[config.mk]
export PLATFORM = sky130hd
export DESIGN_NAME = encoder_round_scheduler
export DESIGN_NICKNAME = d
export VERILOG_FILES = /design/src/rtl/encoder_round_scheduler.sv
export SDC_FILE = /design/constraint.sdc
export NUM_CORES = 1
export LEC_CHECK = 0
export ABC_AREA = 1
export CAP_MARGIN = 40
export CORE_AREA = 2 2 45 47
export CTS_CLUSTER_DIAMETER = 120
export DETAILED_ROUTE_END_ITERATION = 6
export DIE_AREA = 0 0 47 49
export GPL_TIMING_DRIVEN = 0
export HOLD_SLACK_MARGIN = 0.03
export PLACE_DENSITY = 0.88
export SETUP_SLACK_MARGIN = 0.4
export SLEW_MARGIN = 20
export SYNTH_ARGS = -nofsm -noshare
export SYNTH_HDL_FRONTEND = slang
export SYNTH_SLANG_ARGS = --single-unit
[constraint.sdc]
create_clock -name clk -period 4.18 [get_ports clk]
set_input_delay 0.836 -clock clk [delete_from_list [all_inputs] [get_ports clk]]
set_output_delay 0.836 -clock clk [all_outputs]
set_load 0.005 [all_outputs]
[src/rtl/encoder_round_scheduler.sv]
// Round/stage sequencer for the encoder: issues each stage unit in turn, STAGES per round,
// for ROUNDS rounds, and supplies round index and ping-pong bank select to the datapath.
module encoder_round_scheduler #(
   parameter int ROUNDS = 24,
   parameter int STAGES = 5,
   parameter int RW     = 5,
   parameter int SW     = 3
) (
   input  logic              clk,
   input  logic              rst,
   input  logic              start,
   input  logic              abort,
   input  logic [STAGES-1:0] stg_ready,
   output logic [STAGES-1:0] stg_start,
   output logic [SW-1:0]     stage_sel,
   output logic [RW-1:0]     round_idx,
   output logic              bank_sel,
   output logic              ready,
   output logic              done
);

   typedef enum logic [2:0] {
      S_IDLE, S_ISSUE, S_ACK, S_BUSY, S_NEXT, S_DONE
   } state_t;

   localparam logic [SW-1:0] LAST_STAGE = SW'(STAGES - 1);
   localparam logic [RW-1:0] LAST_ROUND = RW'(ROUNDS - 1);

   state_t          state_q, state_d;
   logic [SW-1:0]   stage_q, stage_d;
   logic [RW-1:0]   round_q, round_d;
   logic            bank_q, bank_d;
   logic            sel_ready;

   // Only the currently selected stage's ready bit steers the sequence.
   assign sel_ready = stg_ready[stage_q];

   always_ff @(posedge clk) begin
      if (!rst) begin
         state_q <= S_IDLE;
         stage_q <= '0;
         round_q <= '0;
         bank_q  <= 1'b0;
      end else begin
         state_q <= state_d;
         stage_q <= stage_d;
         round_q <= round_d;
         bank_q  <= bank_d;
      end
   end

   always_comb begin
      state_d = state_q;
      stage_d = stage_q;
      round_d = round_q;
      bank_d  = bank_q;
      case (state_q)
         S_IDLE: begin
            if (start && !abort) begin
               state_d = S_ISSUE;
               stage_d = '0;
               round_d = '0;
               bank_d  = 1'b0;
            end
         end
         S_ISSUE: if (sel_ready)  state_d = S_ACK;
         S_ACK:   if (!sel_ready) state_d = S_BUSY;
         S_BUSY:  if (sel_ready)  state_d = S_NEXT;
         S_NEXT: begin
            bank_d = ~bank_q;
            // The final stage of the final round leaves the counters parked for DONE.
            if (stage_q == LAST_STAGE) begin
               if (round_q == LAST_ROUND) begin
                  state_d = S_DONE;
               end else begin
                  stage_d = '0;
                  round_d = round_q + 1'b1;
                  state_d = S_ISSUE;
               end
            end else begin
               stage_d = stage_q + 1'b1;
               state_d = S_ISSUE;
            end
         end
         S_DONE:  state_d = S_IDLE;
         default: state_d = S_IDLE;
      endcase
      if (abort && (state_q != S_IDLE)) begin
         state_d = S_IDLE;
         stage_d = '0;
         round_d = '0;
         bank_d  = 1'b0;
      end
   end

   always_comb begin
      ready     = (state_q == S_IDLE);
      done      = (state_q == S_DONE);
      stg_start = '0;
      if ((state_q == S_ISSUE) && sel_ready) begin
         stg_start[stage_q] = 1'b1;
      end
   end

   assign stage_sel = stage_q;
   assign round_idx = round_q;
   assign bank_sel  = bank_q;

endmodule
==> impl_metrics.py <==
metrics = {
    "cts": {
        "clock_latency_ns": 0.28,
        "cts_tree": "built",
        "cts.sinks": 12,
        "root_buffer": "clkbuf_4",
        "cts_made_buffers": 3,
        "cts_max_path_buffers": 2,
        "clkTransAtPathRegs_ns": 0.08,
        "cts_setup_buffers": 0,
        "ctsResizeCount": 0,
        "cts_hold_buf": 0,
        "cts_max_level": 1,
    },
    "setup_path": {
        "cp_data_required_time_ns": 3.34,
        "cp_num_buf_inv": 3,
        "cp_top_family": "buffers and inverters",
        "cpPeakStageDelay_ns": 0.54,
        "path_common_cell": "clkdlybuf4s50_1",
        "path_cells": "clkdlybuf4s50_1, inv_1, nand2_1, nand3_1, nand2_2, o21ai_1, nor4_1, clkdlybuf4s50_1",
        "worstSetupPathType": "in2out",
        "cp_slowest_cell": "clkdlybuf4s50_1",
        "end_kind": "output port",
        "crit_path_max_fanout": 5,
        "start_kind": "input port",
        "crit_arrival_ns": 2.43,
    },
    "synth": {
        "syn-num-nets": 136,
        "avgSynthCellArea_um2": 6.72,
        "ys_seq_area_share_pct": 28.8,
        "synth_top_area_cell": "dfxtp_1",
        "netlist-cell-type-count": 25,
        "ys_ff_latch": 12,
        "netlist_area_um2": 833,
        "ys_top_cells_by_area": "dfxtp_1 29%, nand2_1 11%, inv_1 7.2%",
        "synth_cells": 124,
        "yosysWarnings": 0,
        "synth_top_area_share_pct": 28.8,
    },
    "drt": {
        "drt_wl_total_um": 1920,
        "drc": 0,
        "dr.pass1.iters": 4,
        "viasPerCell": 4.97,
        "drt_iter0_drc": 11,
        "detail-route-antenna-nets": 0,
        "wl_per_cell_um": 10.7,
        "via_count": 889,
    },
    "global_route": {
        "met1_usage_pct": 21.2,
        "grtUsageTotal_pct": 18.9,
        "grt_max_degree": 10,
        "top_usage_layer": "met2",
        "grt.met2_usage_pct": 32.2,
        "antenna_found_initial": 0,
        "met3_usage_pct": 2.22,
        "grt.overflow.total": 0,
        "grt_pass1_wl_um": 3130,
        "first_global_vias": 777,
    },
    "final_layout": {
        "fillCellCount": 178,
        "syn2layout_area_growth_pct": 37.2,
        "drive_above_1_share_pct": 13.8,
        "antenna_cells": 0,
        "final_nets": 165,
        "design_area_mm2": 0.00114,
    },
    "hold_path": {
        "hold_path_class": "reg2reg",
    },
    "die": {
        "core_mm2": 0.00184,
        "die-area_mm2": 0.00230,
        "start_util_pct": 45.2,
        "core.rowCount": 16,
        "dieHeight_um": 49,
        "fp.dieW_um": 47,
        "pin_count": 25,
    },
    "sta": {
        "worst_slew_pin_slew_ns": 0.323,
        "fin_skew_ns": 0.00243,
        "setup_viol": 0,
        "grt_setup_unrepaired": "no",
        "max_freq_mhz": 306,
        "fin_crit_sh_pct": 78.2,
        "layout_setup_ws_ns": 0.911,
        "slew_headroom_pct": 78.3,
        "fin_setup_tns_ns": 0,
        "finalHoldViolCount": 0,
        "slew_violations": 0,
        "period_minus_slack_ns": 3.27,
    },
    "pwr": {
        "leakage_nw": 0.460,
        "p_per_area_mw_per_mm2": 375,
        "peakVddDrop_v": 0.000332,
    },
    "placement": {
        "hpwl_um": 1480,
        "place_area_mm2": 0.00111,
        "finalWeightedCongestion": 0.804,
        "portBuffers": 24,
        "place_ws_ns": 0.907,
    },
    "status": {
        "status": "finished clean",
    },
    "flow_run": {
        "drv.max_cap_violation_count": 0,
    },
}
## cell usage in the layout, fill, tap and decap left out
cell type / netlist / final
o21ai_4: 1 / 1
nor4_1: 1 / 1
a21oi_1: 10 / 10
nand3_2: 2 / 2
o22ai_1: 1 / 1
nand2_2: 3 / 3
nor3_1: 6 / 6
clkdlybuf4s50_1: 0 / 24
clkbuf_8: 0 / 1
nor2_1: 15 / 15
nand3_1: 10 / 10
nor3_2: 1 / 1
ha_1: 3 / 3
nor2_8: 1 / 1
dfxtp_1: 12 / 12
inv_1: 16 / 16
nand2_4: 1 / 1
nand3_4: 1 / 1
clkbuf_4: 0 / 3
nor3b_2: 1 / 1
o21bai_1: 1 / 1
nor2_4: 1 / 1
nand2_1: 25 / 25
a31oi_1: 1 / 1
o21ai_1: 1 / 1
o21ai_0: 3 / 3
nand4_1: 2 / 2
inv_2: 5 / 5
## worst paths after layout
kind / from / end / slack [ns] / depth (start not counted)
setup / recovery: stg_ready[3] / stg_start[4] / 0.91 / 8
hold / removal: round_idx[4] / round_idx[4] / 0.49 / 2
hold reg to reg: round_idx[4] / round_idx[4] / 0.49 / 2
setup reg to reg: stage_sel[0] / round_idx[3] / 2.64 / 8
## routing by layer
layer / up-vias / part of all wire [%]
li1: 461 / -
met1: 396 / 44
met2: 27 / 48
met3: 5 / 4.3
met4: 0 / 3.0
met5: - / 0
## worst register-to-register path, stage by stage, from the launching register on
cell     delay, ns
dfxtp_1       0.51
inv_2         0.14
ha_1          0.22
nand2_1       0.08
inv_1         0.06
nand3_2       0.12
nand2_4       0.09
a21oi_1       0.17
nor3_2        0.05
## cell usage after synthesis
cell	n
o21bai_1	1
nor4_1	1
nor2_8	1
o21ai_0	3
nand3_1	10
o21ai_4	1
nand3_4	1
inv_2	5
nand2_1	25
a31oi_1	1
nor3b_2	1
a21oi_1	10
o22ai_1	1
o21ai_1	1
nor2_1	15
nand2_2	3
nor2_4	1
nand2_4	1
nand4_1	2
nand3_2	2
inv_1	16
dfxtp_1	12
nor3_1	6
nor3_2	1
ha_1	3
## cells by family (layout without fill, tap and decap cells)
group,after synthesis,count (layout),share of synthesized area [%]
DFF,12,12,28.8
buffers and inverters,21,49,9.46
AOI/OAI and AO/OA,18,18,12.8
and+or+nand+nor,70,70,44.4
adders and majority gates,3,3,4.50
## power by group
group          internal (mW)  leakage [nW]  switching (mW)  total (mW)
Sequential             0.125        0.0971          0.0151       0.141
Combinational         0.0766         0.342           0.115       0.191
Clock                 0.0531        0.0210          0.0438      0.0969
Total                  0.255         0.460           0.174       0.429
## state kept, by name, indices dropped and copies added, names as in the netlist
name,count
bank_sel,1
round_idx,5
stage_sel,3
state_q,3
## final cells by class
| type | instances | area, um2 | share of cell area, % |
|---|---|---|---|
| flip-flops and latches | 12 | 240 | 21.0 |
| well taps | 27 | 33.8 | 2.95 |
| clock buffers | 4 | 36.3 | 3.17 |
| inverters | 21 | 78.8 | 6.89 |
| multi-input cells | 91 | 514 | 45.0 |
| repair buffers | 24 | 240 | 21.0 |
## metrics by stage
step	cells	total power, mW	utilization [%]	hold slack (ns)
finish	179	0.429	62.1	0.488
floorplan	124	0.278	-	0.446
CTS	179	0.430	62.1	0.491
detailed placement	175	0.331	60.1	0.470
global placement	175	0.325	60.1	0.449
global route	179	0.458	62.1	0.502
Note: power is estimated with default switching activity, not from simulation.
